File: config.mk
export PLATFORM = sky130hd
export DESIGN_NAME = p_to_s
export DESIGN_NICKNAME = d
export VERILOG_FILES = /design/src/rtl/p_to_s_pkg.sv /design/src/rtl/p_to_s_word_fifo2.sv /design/src/rtl/p_to_s.sv
export SDC_FILE = /design/constraint.sdc
export NUM_CORES = 1
export LEC_CHECK = 0
export CAP_MARGIN = 20
export CORE_ASPECT_RATIO = 2
export CORE_MARGIN = 5
export CORE_UTILIZATION = 45
export DETAILED_ROUTE_END_ITERATION = 6
export GPL_TIMING_DRIVEN = 0
export PLACE_DENSITY = 0.66
export REMOVE_ABC_BUFFERS = 1
export SYNTH_ARGS = -nofsm -noshare
export SYNTH_HDL_FRONTEND = slang
export SYNTH_SLANG_ARGS = --single-unit
File: constraint.sdc
create_clock -name clk -period 1.8 [get_ports clk]
set_input_delay 0.36 -clock clk [delete_from_list [all_inputs] [get_ports clk]]
set_output_delay 0.36 -clock clk [all_outputs]
set_load 0.1 [all_outputs]
File: src/rtl/p_to_s_pkg.sv
// Shared definitions for the parallel-to-serial converter: default width,
// FSM state type and the counter-width helper.
package p_to_s_pkg;

  localparam int DEFAULT_W = 6;

  typedef enum logic {
    IDLE  = 1'b0,
    SHIFT = 1'b1
  } state_t;

  // Bits needed to hold the values 0..value-1 (at least 1).
  function automatic int clog2(input int value);
    int r;
    r = 0;
    for (int v = value - 1; v > 0; v = v >> 1) begin
      r++;
    end
    if (r == 0) begin
      r = 1;
    end
    return r;
  endfunction

endpackage

File: src/rtl/p_to_s_word_fifo2.sv
// Two-entry word FIFO with synchronous push/pop and full/empty flags.
// The head word is always visible on dout; pushes on full and pops on
// empty are ignored so the occupancy can never wrap.
module word_fifo2
  import p_to_s_pkg::*;
#(
  parameter int W = DEFAULT_W
) (
  input  logic         clk,
  input  logic         rst_n,
  input  logic         push,
  input  logic         pop,
  input  logic [W-1:0] din,
  output logic [W-1:0] dout,
  output logic         full,
  output logic         empty
);

  logic [W-1:0] mem [2];
  logic         wr_ptr;
  logic         rd_ptr;
  logic [1:0]   count;
  logic         push_ok;
  logic         pop_ok;

  assign push_ok = push & ~full;
  assign pop_ok  = pop & ~empty;

  // Storage: write the slot addressed by the write pointer.
  always_ff @(posedge clk or negedge rst_n) begin
    if (!rst_n) begin
      for (int i = 0; i < 2; i++) begin
        mem[i] <= '0;
      end
    end else if (push_ok) begin
      mem[wr_ptr] <= din;
    end
  end

  // Pointers and occupancy; simultaneous push and pop leave count unchanged.
  always_ff @(posedge clk or negedge rst_n) begin
    if (!rst_n) begin
      wr_ptr <= 1'b0;
      rd_ptr <= 1'b0;
      count  <= 2'd0;
    end else begin
      if (push_ok) begin
        wr_ptr <= ~wr_ptr;
      end
      if (pop_ok) begin
        rd_ptr <= ~rd_ptr;
      end
      case ({push_ok, pop_ok})
        2'b10:   count <= count + 2'd1;
        2'b01:   count <= count - 2'd1;
        default: count <= count;
      endcase
    end
  end

  assign dout  = mem[rd_ptr];
  assign full  = (count == 2'd2);
  assign empty = (count == 2'd0);

endmodule

File: src/rtl/p_to_s.sv
// Parallel-to-serial converter: words enter through a two-entry FIFO and
// leave LSB first, one bit per accepted downstream handshake, with
// last_out flagging the final bit of each word.
module p_to_s
  import p_to_s_pkg::*;
#(
  parameter int W = DEFAULT_W
) (
  input  logic         clk,
  input  logic         rst_n,
  input  logic         valid_in,
  input  logic [W-1:0] data_in,
  output logic         ready_in,
  output logic         valid_out,
  output logic         data_out,
  output logic         last_out,
  input  logic         ready_out
);

  localparam int            CW       = clog2(W);
  localparam logic [CW-1:0] LAST_CNT = CW'(W - 1);

  state_t        state;
  state_t        state_next;
  logic [W-1:0]  shift_reg;
  logic [CW-1:0] cnt;
  logic          armed;
  logic          fifo_full;
  logic          fifo_empty;
  logic [W-1:0]  fifo_head;
  logic          push;
  logic          pop;
  logic          bit_xfer;
  logic          at_last;

  // ready_in depends only on registers; armed keeps it low until the
  // first edge after reset release.
  assign ready_in = armed & ~fifo_full;
  assign push     = valid_in & ready_in;
  assign bit_xfer = (state == SHIFT) & ready_out;
  assign at_last  = (cnt == LAST_CNT);
  // Load a new word when idle, or straight after the last bit goes out.
  assign pop      = ~fifo_empty & ((state == IDLE) | (bit_xfer & at_last));

  word_fifo2 #(.W(W)) u_fifo (
    .clk   (clk),
    .rst_n (rst_n),
    .push  (push),
    .pop   (pop),
    .din   (data_in),
    .dout  (fifo_head),
    .full  (fifo_full),
    .empty (fifo_empty)
  );

  // Input-side enable: set once the first clock after reset arrives.
  always_ff @(posedge clk or negedge rst_n) begin
    if (!rst_n) begin
      armed <= 1'b0;
    end else begin
      armed <= 1'b1;
    end
  end

  // State register.
  always_ff @(posedge clk or negedge rst_n) begin
    if (!rst_n) begin
      state <= IDLE;
    end else begin
      state <= state_next;
    end
  end

  // Next-state logic: stay in SHIFT across words when one is waiting.
  always_comb begin
    state_next = state;
    case (state)
      IDLE:    if (!fifo_empty) state_next = SHIFT;
      SHIFT:   if (bit_xfer && at_last && fifo_empty) state_next = IDLE;
      default: state_next = IDLE;
    endcase
  end

  // Shifter and bit counter; both hold while the downstream stalls.
  always_ff @(posedge clk or negedge rst_n) begin
    if (!rst_n) begin
      shift_reg <= '0;
      cnt       <= '0;
    end else if (pop) begin
      shift_reg <= fifo_head;
      cnt       <= '0;
    end else if (bit_xfer) begin
      if (at_last) begin
        shift_reg <= '0;
        cnt       <= '0;
      end else begin
        shift_reg <= shift_reg >> 1;
        cnt       <= cnt + CW'(1);
      end
    end
  end

  // Output decode from the registered state and shifter.
  always_comb begin
    valid_out = (state == SHIFT);
    data_out  = shift_reg[0];
    last_out  = (state == SHIFT) && at_last;
  end

endmodule

==> impl_metrics.yaml, run 1 <==
sta:
  slew_headroom: 0.6396
  period_minus_slack_ns: 1.707
  fmax_mhz: 585.8
  rsz0062_at_grt: "no"
  worst_pin_slew_ns: 0.5431
  slew_violations: 0
  final-hold-violation-count: 0
  setup_viol: 0
  clock_skew_ns: 0.003520
  finalCritPeriodShare: 0.9483
critical_path:
  crit_fanout: 13
  crit_type: "register to output port"
  start_kind: "register"
  crit_required_ns: 1.44
  crit_chain: "clkdlybuf4s18_2"
  cp-end-kind: "output port"
  slowest_delay_ns: 0.58
  arrival_ns: 1.35
  worst_path_max_delay_cell: "clkdlybuf4s18_2"
  cp.buffers_inverters: 1
  path_delay_family: "buffers and inverters"
power_and_ir_drop:
  leakagePower_nw: 0.7139
  ir_drop_mv: 0.8176
  pwr-share-clk: 0.140
  switching_power_w: 0.0008921
  p_int_w: 0.001533
  p_comb_frac: 0.397
  seqPwrFrac: 0.463
  powerDensity_nw_per_um2: 1553
  switching_share: 0.3679
yosys:
  yosysTopAreaCell: "dfrtp_1"
  yosysMostFrequentCell: "dfrtp_1"
  netlist_area_um2: 1328
  synth-warning-count: 0
  synth-edff-count: 0
  syn_avg_cell_area_um2: 13.01
  async_flop_share: 1.000
  ys_seq_area_frac: 0.5090
  synthCells: 102
  synth_area_leaders: "dfrtp_1 (51%), mux2i_1 (9.8%), mux2_4 (6.8%), mux2_2 (5.9%), nand2_1 (2.5%)"
  ys_top_cells_by_count: "dfrtp_1 (27), mux2i_1 (13), nand2_1 (9), mux2_2 (7), mux2_4 (6)"
  synth_top_cell_area_share: 0.5090
  synth_seq_cells: 27
  synth_cell_type_count: 30
  synth_ff_type: "dfrtp_1"
drt:
  wl_met1_um: 902
  vias: 827
  dr.pass1.iters: 4
  antenna_left: 0
  topRoutingLayerUsed: "met4"
  dr_wl_met3_um: 67
  wl_per_cell_um: 15.37
  vias_per_cell: 5.588
  wl_met2_um: 1280
  totalWireLength_um: 2275
  drc: 0
  drt_iter0_drc: 28
clocking:
  clkLatencyLatePin_ns: 0.27
  cts_tree: "yes"
  cts-htree-levels: 1
  clk_pin_slew_ns: 0.09
  cts.sinks: 27
  cts_buffer_depth: 2
  cts_buffers: 3
  root_buffer: "clkbuf_8"
placed_design:
  placed_cell_area_um2: 1500
  numPortBuffers: 13
  gp_congestion: 0.7824
  dp_cells: 142
  dpl.hpwl_um: 1733
die:
  die_w_um: 48.41
  die_h_um: 86.81
  core_um2: 2908
  row_count: 28
  fp.dieArea_um2: 4202
  start_util: 0.4565
  io_pins: 14
final_layout:
  diodes: 0
  area_growth_pct: 17.63
  drive_above_1_share: 0.2627
  fin_nets: 130
  fillers: 286
  largest_reg_flops: 12
  final_cells: 148
  post-route-util: 0.5370
  final_area_um2: 1562
grt:
  grtUsageTotal: 0.1245
  grt_pass1_vias: 929
  antenna_found_initial: 0
  overflow: 0
  grt_max_degree: 22
  grt_pass1_wl_um: 4215
worst_hold_path:
  hold_class: "input pin to asynchronous set/reset pin"
run:
  cap_violations: 0
status:
  status: "completed"
-- power by group through the flow --
stage / sequential [W] / clock [W] / combinational (W)
after global placement: 0.00111 / 0 / 0.000936
after detailed placement: 0.00114 / 0 / 0.000964
after floorplan: 0.00115 / 0 / 0.000714
after CTS: 0.00113 / 0.000353 / 0.000971
final: 0.00112 / 0.000339 / 0.000963
after global routing: 0.00117 / 0.000379 / 0.00105
-- timing repair --
item | CTS | global route
endpoints found under the setup margin | 6 | 1
gates resized for setup | 22 | 0
pin swaps | 1 | 0
cloned | 0 | 0
hold buffers | 0 | 0
buffers inserted | 1 | 1
-- worst paths after layout --
kind | startpoint | end | slack [ns] | cells after the start
min in group clk | u_fifo.mem[10] | u_fifo.mem[10] | 0.52 | 1
setup reg to reg | u_fifo.count[1] | u_fifo.count[1] | 0.22 | 5
max in group asynchronous | rst_n | shift_reg[0] | 0.97 | 2
hold / removal | rst_n | u_fifo.count[0] | 0.39 | 1
hold reg to reg | u_fifo.mem[10] | u_fifo.mem[10] | 0.52 | 1
setup / recovery | valid_out | valid_out | 0.09 | 1
-- cell families after synthesis --
group	Yosys count	share of synthesized area
buf+inv	5	0.01979
simple gates	27	0.1348
xor+xnor	6	0.04525
flops	27	0.5090
fa+ha+maj	1	0.009424
compound gates	9	0.05372
mux	26	0.2253
other cells	1	0.002825
-- cell type report --
| cell class | instances | area (um2) | share of cell area |
|---|---|---|---|
| inverters | 1 | 3.754 | 0.002404 |
| clock inverters | 1 | 5.005 | 0.003205 |
| clock buffers | 3 | 41.29 | 0.02644 |
| flip-flops and latches | 27 | 676.9 | 0.4335 |
| repair buffers | 16 | 171.4 | 0.1098 |
| well taps | 30 | 37.54 | 0.02404 |
| multi-input cells | 70 | 625.6 | 0.4006 |
-- stage by stage --
step                hold WS [ns]  setup TNS (ns)  worst slack (ns)  power (W)
floorplan                0.06441          -1.506            -1.199   0.001862
global placement          0.4843          -3.496           -0.5578   0.002051
detailed placement        0.4940          -3.912           -0.5750   0.002101
CTS                       0.3915               0           0.02454   0.002451
global route              0.4157               0           0.02084   0.002600
finish                    0.3859               0           0.09298   0.002425
-- routing by layer --
metal / global-route usage / vias up
met3: 0.02065 / 2
met5: 0 / -
met4: 0.06045 / 0
li1: - / 394
met2: 0.2226 / 9
met1: 0.1390 / 422
-- layout by cell type (no fill, tap or decap), types with 2 or more instances in the layout --
cell type,n
a22oi_1,4
mux2_4,6
xor2_1,2
clkbuf_8,3
o21ai_0,2
mux2i_1,13
buf_4,3
clkdlybuf4s50_1,8
nor2_1,4
mux2_2,7
nand2_1,9
dfrtp_1,26
xnor2_1,3
and3_1,4
Note: power is estimated with default switching activity, not from simulation.
==> inputs of run 2 (changes only) <==
--- a/config.mk
+++ b/config.mk
@@ -13,6 +13,7 @@
 export GPL_TIMING_DRIVEN = 0
 export PLACE_DENSITY = 0.66
 export REMOVE_ABC_BUFFERS = 1
+export SKIP_CTS_REPAIR_TIMING = 1
 export SYNTH_ARGS = -nofsm -noshare
 export SYNTH_HDL_FRONTEND = slang
 export SYNTH_SLANG_ARGS = --single-unit
==> impl_metrics.yaml, run 2 (synthesized netlist as in run 1, its figures left out) <==
sta:
  hold_ws_ns: 0.3879
  period_minus_slack_ns: 1.760
  slew_headroom: 0.3568
  slew_violations: 0
  finalCritPeriodShare: 0.9780
  final-hold-violation-count: 0
  rsz0062_at_grt: "yes"
  worst_pin_slew_ns: 0.9633
  clock_skew_ns: 0.003402
  setup_viol: 0
  fmax_mhz: 568.0
  setup_ws_ns: 0.03954
final_layout:
  diodes: 0
  post-route-util: 0.5361
  layout_commonest_cell: "dfrtp_1"
  final_area_um2: 1559
  multi_input_area_um2: 638.1
  fin_nets: 128
  seqCellArea_um2: 676.9
  final_cells: 146
  largest_reg_flops: 12
  layout_common_cells: "dfrtp_1 (26), mux2i_1 (13), nand2_1 (9)"
  area_growth_pct: 17.44
  fillers: 286
  drive_above_1_share: 0.2500
placed_design:
  gp_congestion: 0.7824
  placed_cell_area_um2: 1500
  dp_slack_ns: -0.5750
  dp_cells: 142
  numPortBuffers: 13
  dpl.hpwl_um: 1733
grt:
  antenna_found_initial: 0
  grt_pass1_wl_um: 4202
  grt_pass1_vias: 924
  grtUsageTotal: 0.1242
  grt_max_degree: 22
  overflow: 0
critical_path:
  slowest_delay_ns: 0.44
  crit_fanout: 6
  crit_type: "register to output port"
  path_delay_family: "simple AND/OR/NAND/NOR gates"
  crit_chain: "nand3b_1, nor2_1, buf_6"
  worst_path_max_delay_cell: "dfrtp_1"
  cp.buffers_inverters: 1
  crit_required_ns: 1.44
  cp-end-kind: "output port"
  start_kind: "register"
  arrival_ns: 1.40
clocking:
  clk_pin_slew_ns: 0.09
  cts.sinks: 27
  clkLatencyLatePin_ns: 0.27
  cts_buffer_depth: 2
  cts_buffers: 3
  cts-htree-levels: 1
  cts_tree: "yes"
  root_buffer: "clkbuf_8"
drt:
  vias: 821
  wl_per_cell_um: 15.50
  drt_iter0_drc: 16
  drc: 0
  antenna_left: 0
  totalWireLength_um: 2263
  dr.pass1.iters: 4
  vias_per_cell: 5.623
power_and_ir_drop:
  leakagePower_nw: 0.7248
  powerDensity_nw_per_um2: 1554
  ir_drop_mv: 0.8172
die:
  fp.dieArea_um2: 4202
  start_util: 0.4565
  die_h_um: 86.81
  core_um2: 2908
  die_w_um: 48.41
  row_count: 28
  io_pins: 14
worst_hold_path:
  hold_class: "input pin to asynchronous set/reset pin"
status:
  status: "completed"
run:
  cap_violations: 0
## run 2: layout make-up
cell class,count,share of cell area
tap,30,0.02408
multi-input combinational,70,0.4093
timing repair buffer,14,0.1003
sequential,27,0.4342
clock buffer,3,0.02648
inverter,1,0.002408
clock inverter,1,0.003210
## run 2: routing by layer
metal / vias up / track usage / wire length (um)
li1: 391 / - / -
met1: 419 / 0.1379 / 889
met2: 9 / 0.2226 / 1278
met3: 2 / 0.02065 / 69
met4: 0 / 0.06045 / 25
met5: - / 0 / 0
## run 2: through the flow
step | power (W) | setup TNS [ns]
after floorplan | 0.001862 | -1.506
final | 0.002422 | 0
after global routing | 0.002599 | -0.1171
after CTS | 0.002449 | -3.068
after detailed placement | 0.002101 | -3.912
after global placement | 0.002051 | -3.496
## run 2: report_power, final
part	internal, W	switching [W]	total, W	leakage [nW]
Sequential	0.000874	0.000248	0.00112	0.328
Combinational	0.000500	0.000461	0.000961	0.372
Clock	0.000155	0.000184	0.000339	0.0255
## run 2: final timing paths
| path | from | cells after the start | slack [ns] | end |
|---|---|---|---|---|
| setup / recovery | cnt[1] | 3 | 0.04 | last_out |
| min in group clk | u_fifo.mem[10] | 1 | 0.52 | u_fifo.mem[10] |
| hold / removal | rst_n | 1 | 0.39 | u_fifo.count[0] |
| max in group asynchronous | rst_n | 2 | 0.97 | shift_reg[0] |
| setup reg to reg | cnt[1] | 5 | 0.08 | u_fifo.count[1] |
| hold reg to reg | u_fifo.mem[10] | 1 | 0.52 | u_fifo.mem[10] |
==> inputs of run 3 (changes only) <==
--- a/config.mk
+++ b/config.mk
@@ -11,7 +11,7 @@
 export CORE_UTILIZATION = 45
 export DETAILED_ROUTE_END_ITERATION = 6
 export GPL_TIMING_DRIVEN = 0
-export PLACE_DENSITY = 0.66
+export PLACE_DENSITY = 0.68
 export REMOVE_ABC_BUFFERS = 1
 export SKIP_CTS_REPAIR_TIMING = 1
 export SYNTH_ARGS = -nofsm -noshare
==> constraint.sdc (replaced) <==
create_clock -name clk -period 1.6 [get_ports clk]
set_input_delay 0.32 -clock clk [delete_from_list [all_inputs] [get_ports clk]]
set_output_delay 0.32 -clock clk [all_outputs]
set_load 0.1 [all_outputs]
==> impl_metrics.yaml, run 3 (synthesized netlist as in run 1, its figures left out) <==
power_and_ir_drop:
  seqPwrFrac: 0.453
  switching_share: 0.3686
  switching_power_w: 0.001039
  finalPower_w: 0.002818
  pwr-share-clk: 0.137
  p_int_w: 0.001779
  leakagePower_nw: 0.7271
  p_comb_frac: 0.410
  powerDensity_nw_per_um2: 1769
  ir_drop_mv: 1.085
die:
  io_pins: 14
  die_w_um: 48.41
  die_h_um: 86.81
  start_util: 0.4565
  row_count: 28
  fp.dieArea_um2: 4202
  core_um2: 2908
clocking:
  clkLatencyLatePin_ns: 0.27
  root_buffer: "clkbuf_8"
  cts_tree: "yes"
  cts.sinks: 27
  cts_buffer_depth: 2
  clk_pin_slew_ns: 0.08
  cts_buffers: 3
  cts-htree-levels: 1
grt:
  grt_pass1_vias: 907
  grt_pass1_wl_um: 4050
  overflow: 0
  antenna_found_initial: 0
  grtUsageTotal: 0.1222
  grt_max_degree: 22
sta:
  setup_ws_ns: 0.01728
  hold_ws_ns: 0.3545
  fmax_mhz: 631.8
  setup_viol: 0
  slew_violations: 0
  worst_pin_slew_ns: 0.5396
  period_minus_slack_ns: 1.583
  final-hold-violation-count: 0
  slew_headroom: 0.6418
  finalCritPeriodShare: 0.9892
  clock_skew_ns: 0.005609
  rsz0062_at_grt: "yes"
critical_path:
  crit_type: "register to output port"
  start_kind: "register"
  arrival_ns: 1.26
  cp-end-kind: "output port"
  path_delay_family: "flip-flops"
  crit_chain: "nand3b_1, nor2_2, buf_8"
  crit_fanout: 6
  crit_required_ns: 1.28
  slowest_delay_ns: 0.43
  cp.buffers_inverters: 1
  worst_path_max_delay_cell: "dfrtp_1"
drt:
  totalWireLength_um: 2325
  wl_per_cell_um: 15.60
  drc: 0
  dr.pass1.iters: 4
  antenna_left: 0
  vias: 814
  vias_per_cell: 5.463
  drt_iter0_drc: 17
placed_design:
  dpl.hpwl_um: 1728
  dp_slack_ns: -0.7267
  gp_congestion: 0.7499
  dp_cells: 142
  placed_cell_area_um2: 1500
  numPortBuffers: 13
final_layout:
  diodes: 0
  layout_commonest_cell: "dfrtp_1"
  final_cells: 149
  area_growth_pct: 19.98
  layout_common_cells: "dfrtp_1 (25), mux2i_1 (13), nand2_1 (9)"
  drive_above_1_share: 0.3025
  fin_nets: 131
  largest_reg_flops: 12
  final_area_um2: 1593
run:
  cap_violations: 0
worst_hold_path:
  hold_class: "input pin to asynchronous set/reset pin"
status:
  status: "completed"
-- run 3: cell types whose count changed in the layout (fill, tap and decap cells not counted), sizes merged --
cell          change
buf               +3
clkbuf            +2
clkinv            -1
dlymetal6s2s      -1
-- run 3: worst reg2reg max path, cell delays in order, from the launching register on --
cell and delay [ns]:
dfrtp_2 0.44, nand2b_4 0.18, and4b_1 0.47, mux2_4 0.34
-- run 3: per-stage QoR --
stage,setup TNS (ns),utilization
global route,-0.05769,0.5478
floorplan,-3.022,-
global placement,-10.35,0.5065
CTS,-4.050,0.5314
detailed placement,-6.805,0.5159
finish,0,0.5478
-- run 3: layer usage --
| metal | wire (um) | part of all wire | global-route usage |
|---|---|---|---|
| met5 | 0 | 0 | 0 |
| met1 | 907 | 0.39 | 0.1340 |
| met3 | 94 | 0.040 | 0.03270 |
| met4 | 43 | 0.018 | 0.05793 |
| met2 | 1279 | 0.55 | 0.2131 |
-- run 3: area by class of cell --
type / count / area [um2]
flip-flops and latches: 27 / 678.2
multi-input cells: 70 / 638.1
well taps: 30 / 37.54
inverters: 1 / 3.754
clock buffers: 4 / 45.04
repair buffers: 17 / 190.2
fillers: 258 / 1315
-- run 3: final timing paths --
| path | from | end | slack (ns) | cells past startpoint |
|---|---|---|---|---|
| setup reg to reg | u_fifo.count[0] | u_fifo.mem[9] | 0.07 | 3 |
| hold reg to reg | u_fifo.mem[5] | u_fifo.mem[5] | 0.51 | 1 |
| hold / removal | rst_n | u_fifo.count[0] | 0.35 | 1 |
| max in group asynchronous | rst_n | valid_out | 0.79 | 2 |
| setup / recovery | cnt[1] | last_out | 0.02 | 3 |
| min in group clk | u_fifo.mem[5] | u_fifo.mem[5] | 0.51 | 1 |
-- run 3: power groups by stage --
| stage | combinational (W) | sequential [W] | clock [W] |
|---|---|---|---|
| CTS | 0.00110 | 0.00127 | 0.000388 |
| finish | 0.00116 | 0.00128 | 0.000385 |
| global placement | 0.00105 | 0.00125 | 0 |
| floorplan | 0.000803 | 0.00129 | 0 |
| detailed placement | 0.00109 | 0.00128 | 0 |
| global route | 0.00127 | 0.00133 | 0.000423 |
